**src/rtl/alfa_pc_sched_pkg.sv**
```systemverilog
// Shared definitions for the ALFA point-cloud scheduler: FSM states,
// point-word field positions and point size in memory.
package alfa_pc_sched_pkg;

  // Scheduler FSM states
  typedef enum logic [2:0] {
    IDLE     = 3'd0,
    RD_CMD   = 3'd1,
    RD_DATA  = 3'd2,
    WAIT_RES = 3'd3,
    WR_CMD   = 3'd4,
    WR_DATA  = 3'd5,
    WR_RESP  = 3'd6,
    DONE     = 3'd7
  } state_e;

  // Field positions inside a 64-bit point word
  localparam int X_LSB     = 0;
  localparam int X_MSB     = 15;
  localparam int Y_LSB     = 16;
  localparam int Y_MSB     = 31;
  localparam int Z_LSB     = 32;
  localparam int Z_MSB     = 47;
  localparam int LABEL_LSB = 56;
  localparam int LABEL_MSB = 63;

  // One point occupies one 8-byte memory word
  localparam int POINT_BYTES = 8;

endpackage

```
**src/rtl/alfa_pc_chunk_fifo.sv**
```systemverilog
// Chunk FIFO: holds the processed points of one burst until they are
// written back. DEPTH must be a power of two so the pointers wrap freely.
module alfa_pc_chunk_fifo #(
  parameter  int DEPTH = 16,
  parameter  int WIDTH = 64,
  localparam int AW    = (DEPTH > 1) ? $clog2(DEPTH) : 1,
  localparam int CW    = AW + 1
) (
  input  logic             i_clk,
  input  logic             i_rst_n,
  input  logic             i_push,
  input  logic [WIDTH-1:0] i_push_data,
  input  logic             i_pop,
  output logic [WIDTH-1:0] o_head,
  output logic             o_full,
  output logic             o_empty,
  output logic [CW-1:0]    o_count
);

  logic [WIDTH-1:0] r_mem [DEPTH];
  logic [AW-1:0]    r_wr_ptr;
  logic [AW-1:0]    r_rd_ptr;
  logic [CW-1:0]    r_count;
  logic             w_push;
  logic             w_pop;

  assign o_full  = (r_count == CW'(DEPTH));
  assign o_empty = (r_count == '0);
  assign w_push  = i_push & ~o_full;
  assign w_pop   = i_pop & ~o_empty;
  assign o_head  = r_mem[r_rd_ptr];
  assign o_count = r_count;

  // Storage write
  // NOTE: the data array has no reset; only pointers and count are reset,
  // since stale entries are never visible while the count says empty.
  always_ff @(posedge i_clk) begin
    if (w_push) r_mem[r_wr_ptr] <= i_push_data;
  end

  // Pointer and occupancy bookkeeping
  // NOTE: state updates use non-blocking assignments so every register
  // samples the pre-edge values, independent of statement order.
  always_ff @(posedge i_clk or negedge i_rst_n) begin
    if (!i_rst_n) begin
      r_wr_ptr <= '0;
      r_rd_ptr <= '0;
      r_count  <= '0;
    end else begin
      if (w_push) r_wr_ptr <= r_wr_ptr + 1'b1;
      if (w_pop)  r_rd_ptr <= r_rd_ptr + 1'b1;
      r_count <= r_count + CW'(w_push) - CW'(w_pop);
    end
  end

endmodule

```
**src/rtl/alfa_pc_scheduler.sv**
```systemverilog
// ALFA point-cloud scheduler: on a rising edge of pc_ready it streams the
// point cloud chunk by chunk from memory through the extension core and
// writes results back in place, then raises a sticky done flag.
// Optional busy-cycle counter enabled by defining ALFA_PC_SCHED_PERF_EN.
module alfa_pc_scheduler
  import alfa_pc_sched_pkg::*;
#(
  parameter int ADDR_W    = 32,
  parameter int POINT_W   = 64,
  parameter int CNT_W     = 20,
  parameter int BURST_LEN = 16
) (
  input  logic               i_SYSTEM_clk,
  input  logic               i_SYSTEM_rst,
  input  logic [ADDR_W-1:0]  i_cfg_base_addr,
  input  logic [CNT_W-1:0]   i_cfg_num_points,
  input  logic               i_cfg_pc_ready,
  output logic               o_status_busy,
  output logic               o_status_done,
  output logic [CNT_W-1:0]   o_points_done,
  output logic               o_cmd_valid,
  input  logic               i_cmd_ready,
  output logic               o_cmd_write,
  output logic [ADDR_W-1:0]  o_cmd_addr,
  output logic [7:0]         o_cmd_len,
  input  logic               i_rd_valid,
  output logic               o_rd_ready,
  input  logic [POINT_W-1:0] i_rd_data,
  input  logic               i_rd_last,
  output logic               o_ext_valid,
  input  logic               i_ext_ready,
  output logic [POINT_W-1:0] o_ext_data,
  input  logic               i_res_valid,
  output logic               o_res_ready,
  input  logic [POINT_W-1:0] i_res_data,
  output logic               o_wr_valid,
  input  logic               i_wr_ready,
  output logic [POINT_W-1:0] o_wr_data,
  output logic               o_wr_last,
  input  logic               i_bresp_valid,
  output logic [31:0]        o_perf_cycles
);

  localparam int LEN_W = $clog2(BURST_LEN) + 1;

  state_e             r_state;
  logic               r_pc_ready_q;
  logic [ADDR_W-1:0]  r_addr;
  logic [CNT_W-1:0]   r_remaining;
  logic [CNT_W-1:0]   r_points_done;
  logic [LEN_W-1:0]   r_len;
  logic [LEN_W-1:0]   r_wr_beat;
  logic               r_busy;
  logic               r_done;

  logic               w_start;
  logic               w_rd_phase;
  logic               w_cmd_phase;
  logic               w_fifo_full;
  logic               w_fifo_empty;
  logic [LEN_W-1:0]   w_fifo_count;
  logic [POINT_W-1:0] w_fifo_head;
  logic               w_res_fire;
  logic               w_wr_fire;
  logic [LEN_W-1:0]   w_len_m1;
  logic [CNT_W-1:0]   w_rem_next;

  // Points in the next chunk: a full burst or whatever is left
  function automatic logic [LEN_W-1:0] chunk_len(input logic [CNT_W-1:0] rem);
    if (rem >= CNT_W'(BURST_LEN)) return LEN_W'(BURST_LEN);
    else                          return LEN_W'(rem);
  endfunction

  assign w_start     = i_cfg_pc_ready & ~r_pc_ready_q;
  assign w_rd_phase  = (r_state == RD_DATA);
  assign w_cmd_phase = (r_state == RD_CMD) || (r_state == WR_CMD);
  assign w_len_m1    = r_len - 1'b1;
  assign w_rem_next  = r_remaining - CNT_W'(r_len);

  // Command channel is a pure decode of held registers, so it cannot
  // change or drop while waiting for i_cmd_ready.
  assign o_cmd_valid = w_cmd_phase;
  assign o_cmd_write = (r_state == WR_CMD);
  assign o_cmd_addr  = w_cmd_phase ? r_addr : '0;
  assign o_cmd_len   = w_cmd_phase ? 8'(w_len_m1) : 8'd0;

  // Read beats flow straight into the extension with no buffering
  assign o_ext_valid = w_rd_phase & i_rd_valid;
  assign o_ext_data  = w_rd_phase ? i_rd_data : '0;
  assign o_rd_ready  = w_rd_phase & i_ext_ready;

  // Results accepted only while a chunk is being processed
  assign o_res_ready = ((r_state == RD_DATA) || (r_state == WAIT_RES)) & ~w_fifo_full;
  assign w_res_fire  = i_res_valid & o_res_ready;

  // Write beats drain the chunk FIFO in order
  assign o_wr_valid  = (r_state == WR_DATA) & ~w_fifo_empty;
  assign o_wr_data   = o_wr_valid ? w_fifo_head : '0;
  assign o_wr_last   = o_wr_valid & (r_wr_beat == w_len_m1);
  assign w_wr_fire   = o_wr_valid & i_wr_ready;

  assign o_status_busy = r_busy;
  assign o_status_done = r_done;
  assign o_points_done = r_points_done;

  alfa_pc_chunk_fifo #(
    .DEPTH (BURST_LEN),
    .WIDTH (POINT_W)
  ) u_chunk_fifo (
    .i_clk       (i_SYSTEM_clk),
    .i_rst_n     (i_SYSTEM_rst),
    .i_push      (w_res_fire),
    .i_push_data (i_res_data),
    .i_pop       (w_wr_fire),
    .o_head      (w_fifo_head),
    .o_full      (w_fifo_full),
    .o_empty     (w_fifo_empty),
    .o_count     (w_fifo_count)
  );

  // Run sequencer: chunk address/length bookkeeping and status flags
  always_ff @(posedge i_SYSTEM_clk or negedge i_SYSTEM_rst) begin
    if (!i_SYSTEM_rst) begin
      r_state       <= IDLE;
      r_pc_ready_q  <= 1'b0;
      r_addr        <= '0;
      r_remaining   <= '0;
      r_points_done <= '0;
      r_len         <= '0;
      r_wr_beat     <= '0;
      r_busy        <= 1'b0;
      r_done        <= 1'b0;
    end else begin
      r_pc_ready_q <= i_cfg_pc_ready;
      case (r_state)
        IDLE: begin
          if (w_start) begin
            r_done        <= 1'b0;
            r_busy        <= 1'b1;
            r_addr        <= i_cfg_base_addr & ~ADDR_W'(7);
            r_remaining   <= i_cfg_num_points;
            r_points_done <= '0;
            r_len         <= chunk_len(i_cfg_num_points);
            r_state       <= (i_cfg_num_points == '0) ? DONE : RD_CMD;
          end
        end
        RD_CMD: begin
          if (i_cmd_ready) r_state <= RD_DATA;
        end
        RD_DATA: begin
          if (i_rd_valid && i_ext_ready && i_rd_last) r_state <= WAIT_RES;
        end
        WAIT_RES: begin
          if (w_fifo_count == r_len) r_state <= WR_CMD;
        end
        WR_CMD: begin
          if (i_cmd_ready) begin
            r_wr_beat <= '0;
            r_state   <= WR_DATA;
          end
        end
        WR_DATA: begin
          if (w_wr_fire) begin
            r_wr_beat <= r_wr_beat + 1'b1;
            if (o_wr_last) r_state <= WR_RESP;
          end
        end
        WR_RESP: begin
          if (i_bresp_valid) begin
            r_addr        <= r_addr + ADDR_W'(r_len) * ADDR_W'(POINT_BYTES);
            r_remaining   <= w_rem_next;
            r_points_done <= r_points_done + CNT_W'(r_len);
            r_len         <= chunk_len(w_rem_next);
            r_state       <= (w_rem_next == '0) ? DONE : RD_CMD;
          end
        end
        DONE: begin
          r_done  <= 1'b1;
          r_busy  <= 1'b0;
          r_state <= IDLE;
        end
        default: r_state <= IDLE;
      endcase
    end
  end

`ifdef ALFA_PC_SCHED_PERF_EN
  logic [31:0] r_perf_cycles;

  // Saturating busy-cycle counter, cleared when a run starts
  always_ff @(posedge i_SYSTEM_clk or negedge i_SYSTEM_rst) begin
    if (!i_SYSTEM_rst) begin
      r_perf_cycles <= '0;
    end else if ((r_state == IDLE) && w_start) begin
      r_perf_cycles <= '0;
    end else if (r_busy && (r_perf_cycles != 32'hFFFF_FFFF)) begin
      r_perf_cycles <= r_perf_cycles + 32'd1;
    end
  end

  assign o_perf_cycles = r_perf_cycles;
`else
  assign o_perf_cycles = '0;
`endif

endmodule

```
**config.mk**
```make
export PLATFORM = sky130hd
export DESIGN_NAME = alfa_pc_scheduler
export DESIGN_NICKNAME = d
export VERILOG_FILES = /design/src/rtl/alfa_pc_sched_pkg.sv /design/src/rtl/alfa_pc_chunk_fifo.sv /design/src/rtl/alfa_pc_scheduler.sv
export SDC_FILE = /design/constraint.sdc
export NUM_CORES = 1
export LEC_CHECK = 0
export ABC_AREA = 1
export ABC_CLOCK_PERIOD_IN_PS = 5800
export CORE_ASPECT_RATIO = 1.2
export CORE_MARGIN = 2
export CORE_UTILIZATION = 45
export CTS_CLUSTER_SIZE = 14
export DETAILED_ROUTE_END_ITERATION = 8
export GPL_TIMING_DRIVEN = 0
export PLACE_DENSITY_LB_ADDON = 0.3
export REMOVE_ABC_BUFFERS = 1
export SYNTH_ARGS = -nofsm -noshare
export SYNTH_HDL_FRONTEND = slang
export SYNTH_HIERARCHICAL = 1
export SYNTH_SLANG_ARGS = --single-unit
```
**constraint.sdc**
```tcl
create_clock -name i_SYSTEM_clk -period 5.8 [get_ports i_SYSTEM_clk]
set_input_delay 1.74 -clock i_SYSTEM_clk [delete_from_list [all_inputs] [get_ports i_SYSTEM_clk]]
set_output_delay 1.74 -clock i_SYSTEM_clk [all_outputs]
set_load 0.02 [all_outputs]
```
# After elaboration in Yosys (flattened, before gate mapping)
# Memories as Yosys holds them, arrays and structs flattened.
# Cells that the tools add are included.
# totals
in_bits	190
regBits	101
ram_bits	1024
output_inout_bits	229
n_memories	1
# op_classes
n_lt_le_gt_ge	2
n_reduce_logical	15
eq_ne	18
bitwise	13
add_sub_neg	9
mux	38
# memory_table
memory	depth	word_bits	rd	rd_clocked_by_memory_dff	wr	line_no	rtl
u_chunk_fifo.r_mem	16	64	1	0	1	alfa_pc_chunk_fifo.sv:20	logic [WIDTH-1:0] r_mem [DEPTH];
# op_table
cell	count
64-bit two-way mux	2
32-bit two-way mux	3
20-bit two-way mux	4
20-bit one-hot mux with 2 select lines	2
32-bit one-hot mux with 2 select lines	1
20-bit by 5-bit greater-or-equal comparator with 1-bit output (second input constant)	2
20-bit zero test	2
5-bit two-way mux	7
32-bit by 8-bit adder with 32-bit output	1
3-bit two-way mux	10
3-bit one-hot mux with 8 select lines	1
20-bit by 5-bit adder with 20-bit output	1
5-bit one-hot mux with 2 select lines	2
20-bit by 5-bit subtractor with 20-bit output	1
3-bit equality test (second input constant)	4
1-bit AND	10
5-bit equality test	2
2-bit != test (second input constant)	5
4-bit by 1-bit adder with 4-bit output (second input constant)	2
8-bit AND reduction	1
3-bit by 2-bit equality test with 1-bit output (second input constant)	2
2-bit by 1-bit != test with 1-bit output (second input constant)	3
3-bit AND reduction	2
2-bit nonzero test	3
14 further kinds	22

# Logic depth before layout (Yosys ltp)
# Gate-level depths: netlist of the first run.
# depth
ltp_word	7
ltp_mapped	18
ltp_nobuf	18

# By module
# The synthesis of the first run kept the hierarchy.
# by_module_without_submodules
module	area_each_um2	cells_per_inst	n_inst	seq_area_each_um2
alfa_pc_chunk_fifo	43404.1	4079	1	31074.8
alfa_pc_scheduler	7857.5	1322	1	2127.0

# Least setup slack after synthesis of the first run
# OpenSTA, ideal clock, no wires.
# synth_path
kind	in2reg
startpoint	input port i_res_valid
endpoint	memory u_chunk_fifo.r_mem[0][0], enable pin
path_buffers	0
arrival_ns	4.999
cell_stages	5
setup_slack_ns	0.315
cell_sequence	nor3b_1 > nand2_1 > inv_1 > nand2_1 > nor2_1
# synth_between
elab_chain_len	4
# synth_lines
item	line_no	rtl
start: declaration	alfa_pc_scheduler.sv:33	input logic i_res_valid,
1-bit AND	alfa_pc_scheduler.sv:94	assign w_res_fire = i_res_valid & o_res_ready;
1-bit AND	alfa_pc_chunk_fifo.sv:29	assign w_push = i_push & ~o_full;
1-bit two-way mux	alfa_pc_chunk_fifo.sv:38	if (w_push) r_mem[r_wr_ptr] <= i_push_data;
1-bit two-way mux (implied by the code)	alfa_pc_chunk_fifo.sv:38	
end: declaration	alfa_pc_chunk_fifo.sv:20	
# Every way passes these cells.

# Final worst setup path of the first run
# layout_path
startpoint	register u_chunk_fifo.r_rd_ptr[1]
endpoint	output port o_wr_data[29]
# layout_between
elab_chain_len	2
# layout_lines
item	line_no	rtl
start: declaration	alfa_pc_chunk_fifo.sv:22	logic [AW-1:0] r_rd_ptr;
start signal: assignment	alfa_pc_chunk_fifo.sv:51	if (w_pop) r_rd_ptr <= r_rd_ptr + 1'b1;
memory 16 x 64 bit	n/a	
named net w_fifo_head[29]	alfa_pc_scheduler.sv:62	logic [POINT_W-1:0] w_fifo_head;
64-bit two-way mux	alfa_pc_scheduler.sv:98	assign o_wr_data = o_wr_valid ? w_fifo_head : '0;
end: declaration	alfa_pc_scheduler.sv:38	output logic [POINT_W-1:0] o_wr_data,
# The timed path passes the listed nets, and every way through them passes these cells.

==> results of run 1 <==
## Yosys cell counts, drive strengths merged (2+ instances only)
| cell type | instances | share of area |
|---|---|---|
| o211ai | 11 | 0.0016 |
| nand2 | 1878 | 0.14 |
| o21a | 3 | 0.00044 |
| a21oi | 47 | 0.0047 |
| nor3 | 28 | 0.0031 |
| a22oi | 4 | 0.00059 |
| a31oi | 7 | 0.00085 |
| fa | 4 | 0.0016 |
| o221ai | 14 | 0.0024 |
| o31ai | 2 | 0.00029 |
| clkbuf | 72 | 0.0053 |
| nand3 | 463 | 0.045 |
| o21ai | 70 | 0.0068 |
| xnor2 | 7 | 0.0012 |
| nand4 | 30 | 0.0037 |
| dfrtp | 98 | 0.048 |
| edfxtp | 1024 | 0.60 |
| nor4 | 4 | 0.00061 |
| inv | 684 | 0.050 |
| nor3b | 4 | 0.00059 |
| xor2 | 18 | 0.0031 |
| or2 | 5 | 0.00061 |
| nor2 | 680 | 0.050 |
| o22ai | 6 | 0.00073 |
| a22o | 2 | 0.00034 |
| buf | 201 | 0.023 |
| ha | 28 | 0.0068 |
## repair_timing
item / in CTS / in global routing
gates resized for setup: 7 / 3
pin swaps: 0 / 1
setup buffers: 5 / 2
gates cloned: 4 / 0
hold buffers: 0 / 0
endpoints found under the hold margin: 0 / 0
endpoints found under the setup margin: 55 / 6
## final cells by class
cell class              count  area, um2  area share
flip-flops and latches   1122      33200       0.540
multi-input cells        3358      14300       0.233
repair buffers            468       5910      0.0960
clock buffers             139       2960      0.0481
inverters                 685       2630      0.0427
well taps                1507       1890      0.0306
clock inverters            67        599     0.00974
diodes                      4       10.0    0.000163
## sequential cells by signal (all words and copies together), names as in the netlist
register               count
r_wr_beat                  5
o_status_done              1
r_state                    3
r_remaining               20
u_chunk_fifo/r_rd_ptr      4
r_addr                    29
r_len                      5
o_status_busy              1
u_chunk_fifo/r_mem      1024
u_chunk_fifo/r_wr_ptr      4
o_points_done             20
r_pc_ready_q               1
u_chunk_fifo/o_count       5
## logic make-up (layout without fill, tap and decap cells)
family,after synthesis,in the layout,share of synthesized area
xor gates and xnor gates,25,25,0.00427
buffers and inverters,958,1359,0.0779
and+or+nand+nor,3094,3094,0.242
adders and majority gates,32,32,0.00840
DFF,1122,1122,0.648
other,1,42,0.0000732
AOI/OAI and AO/OA,169,169,0.0193
## layer usage
metal	share of wire	global-route usage
met1	0.40	0.308
met2	0.49	0.415
met3	0.071	0.0387
met4	0.033	0.0924
met5	0.00075	0
## final timing paths
kind / startpoint / endpoint / slack (ps) / cells past startpoint
setup / recovery: u_chunk_fifo/r_rd_ptr[1] / o_wr_data[29] / 130 / 12
hold / removal: o_status_busy / o_status_busy / 490 / 2
setup reg to reg: r_state[0] / o_points_done[11] / 1420 / 11
hold reg to reg: o_status_busy / o_status_busy / 490 / 2
max in group asynchronous: i_SYSTEM_rst / u_chunk_fifo/r_rd_ptr[3] / 3980 / 2
min in group asynchronous: i_SYSTEM_rst / r_remaining[13] / 1060 / 1
## worst max-delay path, cell delays in order (launching register included)
cell and delay [ps]:
dfrtp_4 630, buf_16 250, nand2_1 270, inv_12 210, buf_16 280, nand2_1 120, nor2_1 40, nor2_1 120
nand2_1 60, nand2_1 70, inv_1 50, nor2_1 330, clkdlybuf4s50_1 690
## through the flow
step                area [um2]  utilization  power [mW]  setup TNS (ps)
floorplan                50000            -        16.6        -1185420
global placement         55600        0.492        19.7        -7709160
detailed placement       57700        0.511        20.9            -538
CTS                      61500        0.544        28.3               0
global route             61500        0.544        29.8               0
finish                   61500        0.544        28.2               0
## power by group
part           switching (mW)  internal, mW  leakage, nW  total (mW)
combinational            7.49          3.73         13.6        11.2
clock                    3.08          3.98         1.73        7.06
sequential              0.495          9.38         10.4        9.88
==> metrics, run 1 <==
HPWL after DPL between 80 and 90 mm; Mapped Area ~51,000 um2; most common cell after layout, fill and taps aside nand2_1; Cells after Synth approximately 5,400; chip height 374 um; post-synthesis sequential area ratio 0.648; first-pass GRT wire length around 210 mm; setup ws final ~130 ps; Vias/cell a little over 5; unrepaired setup endpoints after global routing false; # fillers around 9,500; Period minus WS final roughly 5700 ps; total core area around 110,000 um2; Setup crit end kind output pin; worst-skew pair later-pin latency 710 ps; Final Wtd Congestion 0.905; clock buffer count from CTS roughly 110; async set-or-reset flop fraction in the synthesized netlist 0.0873; WP data required just over 4000 ps; Num Clock Sinks ~1,100; register bit total from synthesis 1,122; critical setup path kind flop to output pin; Routed WL approximately 140 mm; Max-slew headroom 0.316; pre-CTS setup slack -175 ps; max_cap viols 0; Wirelength per Cell slightly below 20 um; pin count of the biggest net entering global routing 92; initial antenna violation count 13; startpoint types flop; Top FF cell, synth edfxtp_1; most frequent cells in the layout nand2_1, edfxtp_1, inv_1; Crit Path Max Fanout 67; Ports 419; drt first pass iters 5; Hold WC Path Type flop to flop; Worst VDD drop 0.295 mV; Port Buffers 377; crit path DAT slightly below 4000 ps; Fmax between 150 and 200 MHz; final setup vio count 0; Worst Hold Margin 487 ps; root buffer cell clkbuf_16; Initial DRC Count approximately 3,400; status complete, no violations; unique cell type count in the Yosys netlist 48; area grow syn2layout 20.0%; Overall Global Routing Usage 0.242; vias after detailed routing roughly 38,000; Die Wd approximately 310 um; CTS clk-pin slew, worst paths about 70 ps; Slew Viols, Final 0; clk buf depth 3; leakage between 20 and 30 nW; Site Rows about 140; fin crit share 0.978; total gr overflow 0; final hold vios 0; DIE AREA between 100,000 and 150,000 um2; pwr/cell area around 460 nW/um2; YS warnings 6; setup skew after layout ~27 ps; Slew @ Worst Pin a little over 1000 ps; CTS tree yes; residual DRC count 0; mean post-synth cell area 9.49 um2; fin cells roughly 7,400; H-tree levels 3; final net count 5,968; Routed Antenna Nets 0; EDFF count, synth 1,024; initial core utilization 0.454; Post-Place Cells 7,129; share of cells above drive strength 1 0.0529; vias in the first global route 35,289
Power figures use the tool's default switching activity.
==> run 2: changes to the inputs <==
CORE_MARGIN = 1   (was 2)
SLEW_MARGIN = 20   (was default)
==> run 2 against run 1 <==
Die area shrank 1.2%; critical path type unchanged; final cell count grew 0.37%; fmax increased by 0.76%; clock skew fell by 2.5 ps; non-clock buffer count grew 21; final area rose by 1.0%; first-iteration DRC count up 1.5%; worst setup slack gained 43 ps; sequential share of layout area down 0.55 points; combinational power about the same; register-to-register slack worse by 150 ps.
==> metrics, run 2 (synthesis gave the netlist of run 1 again) <==
cell count of the worst reg-to-reg path 11 (unchanged); Final Wtd Congestion 0.902 (-0.34%); Setup crit end kind output pin; initial antenna violation count 18 (+5); Largest register FFs 1,024 (unchanged); Crit Path Max Fanout 65 (-3.0%); vias after detailed routing 37,734 (+0.072%); clock buffer count from CTS 112 (+0.90%); Period minus WS final 5630 ps (-42.9 ps); unrepaired setup endpoints after global routing false; Slew Viols, Final 0 (unchanged); final net count 5,991 (+0.39%); Tot Pwr 28.3 mW (+0.41%); Largest Register u_chunk_fifo/r_mem; most common cell after layout, fill and taps aside nand2_1; Hold WC Path Type flop to flop; crit path DAT 3890 ps (-40 ps); root buffer cell clkbuf_16; largest registers u_chunk_fifo/r_mem (1024), r_addr (29); R2R Path Start r_state[0]; Fmax 178 MHz (+0.76%); vias in the first global route 35,347 (+0.16%); slowest stage delay, CP 620 ps (-70 ps); critical setup path kind flop to output pin; Slew @ Worst Pin 1120 ps (+92.7 ps); Num Clock Sinks 1,122 (unchanged); setup skew after layout 24.4 ps (-2.46 ps); area grow syn2layout 21.3%; residual DRC count 0 (unchanged); Vias/cell 5.12 (-0.29%); most frequent cells in the layout nand2_1, edfxtp_1, inv_1; crit-path leading delay family buffers and inverters; drt first pass iters 7 (+2); Overall Global Routing Usage 0.242 (-0.000502); Routed WL 142 mm (-1.8%); crit path max-delay cell type clkdlybuf4s50_1; CTS tree yes; clk buf depth 3 (unchanged); setup slack, reg-to-reg 1270 ps (-150 ps); pwr/cell area 455 nW/um2 (-0.62%); total gr overflow 0 (unchanged); Max-slew headroom 0.251 (-0.0648); CP most frequent cell nand2_1; leakage 26.2 nW (+1.9%); Worst Hold Margin 486 ps (-1.37 ps); share of cells above drive strength 1 0.0571 (+0.00422); Ports 419 (unchanged); Die Wd 310 um (-0.64%); Wirelength per Cell 19.2 um (-2.2%); pin count of the biggest net entering global routing 86 (-6.5%); CP bufs+invs 7 (+2); crit path to o_wr_data[48]; Initial DRC Count 3,493 (+1.5%); Crit. Startpoint u_chunk_fifo/r_rd_ptr[0]; final setup vio count 0 (unchanged); CTS Hold Bufs 0 (unchanged); startpoint types flop; Port Buffers 377 (unchanged); first-pass GRT wire length 210 mm (-2.0%); fin crit share 0.971 (-0.00739); max_cap viols 0 (unchanged); CTS clk-pin slew, worst paths 60 ps (about the same); Site Rows 135 (unchanged); WP data required 4060 ps (about the same); final hold vios 0 (unchanged); Routed Antenna Nets 0 (unchanged); status complete, no violations; worst-skew pair later-pin latency 710 ps (about the same); H-tree levels 3 (unchanged); Worst VDD drop 0.352 mV (+19%); HPWL after DPL 85.7 mm (-1.0%); critical path depth 14 (+2); DIE AREA 115,000 um2 (-1.2%); initial core utilization 0.454 (+0.000679); reg2reg end o_points_done[11]; chip height 372 um (-0.54%); total core area 113,000 um2 (-0.15%); Critical Path, Cell by Cell buf_16 > buf_16 > buf_16 > inv_16 > bufbuf_16 > nand2_1 > nand3_1 > nand2_1 > nor2_1 > nand2_1 > nand2_1 > inv_1 > nor2_1 > clkdlybuf4s50_1
==> run 2: cell types whose count changed in the layout (fill, tap and decap cells not counted), sizes merged <==
cell,change
buf,+18
bufinv,-1
clkinv,+13
dlygate4sd2,+12
clkinvlp,-1
inv,-1
clkbuf,-4
dlymetal6s2s,+10
bufbuf,+1
diode,+3
clkdlybuf4s50,-23
==> run 2: area by class of cell <==
type	instances	area, um2
inverter	685	2640
antenna	7	17.5
clock buffer	132	2940
multi-input combinational	3358	14300
timing repair buffer	489	6530
tap	1507	1890
timing repair inverter	1	8.76
sequential	1122	33200
clock inverter	76	588
fill	9547	50700
==> run 2: metal layers <==
layer	part of all wire	track usage	up-vias
li1	-	-	18014
met1	0.41	0.313	17951
met2	0.48	0.404	1447
met3	0.078	0.0412	302
met4	0.033	0.0926	20
met5	0.0011	0	-
==> run 2: how the worst min path moves through the flow <==
stage                         from              to  cells after the start
finish               o_status_done   o_status_done                      2
global route         o_status_done   o_status_done                      2
CTS                  o_status_done   o_status_done                      2
detailed placement   o_status_done   o_status_done                      2
global placement     o_status_done   o_status_done                      2
floorplan           r_remaining[2]  r_remaining[2]                      2
==> run 2: worst register-to-register path, cell delays in order, from the launching register on <==
cell and delay (ps):
dfrtp_1 410, inv_2 120, nand3_2 660, nor2_2 910, inv_2 330, nand2_4 630, inv_2 610, nor2_4 310
nand2_2 100, nor3_2 150, o21ai_1 80, a21oi_1 130
==> run 2: what timing repair did <==
item,CTS,global route
gates cloned,7,2
pin swaps,0,0
endpoints found under the setup margin,64,37
setup buffers,3,1
gates resized for setup,18,16
==> run 2: through the flow <==
step / setup TNS (ps) / utilization / cell area, um2 / cells / setup WS, ps
floorplan: -1185420 / - / 50000 / 5165 / -17860
global placement: -7318040 / 0.493 / 55600 / 7049 / -43840
detailed placement: -5950 / 0.516 / 58300 / 7149 / -498
CTS: 0 / 0.550 / 62000 / 7367 / 4.82
global route: 0 / 0.551 / 62200 / 7375 / 11.4
finish: 0 / 0.551 / 62200 / 7377 / 168
==> run 2: power by group <==
group	switching [mW]	internal, mW
Combinational	7.52	3.88
Sequential	0.512	9.38
Clock	3.09	3.89
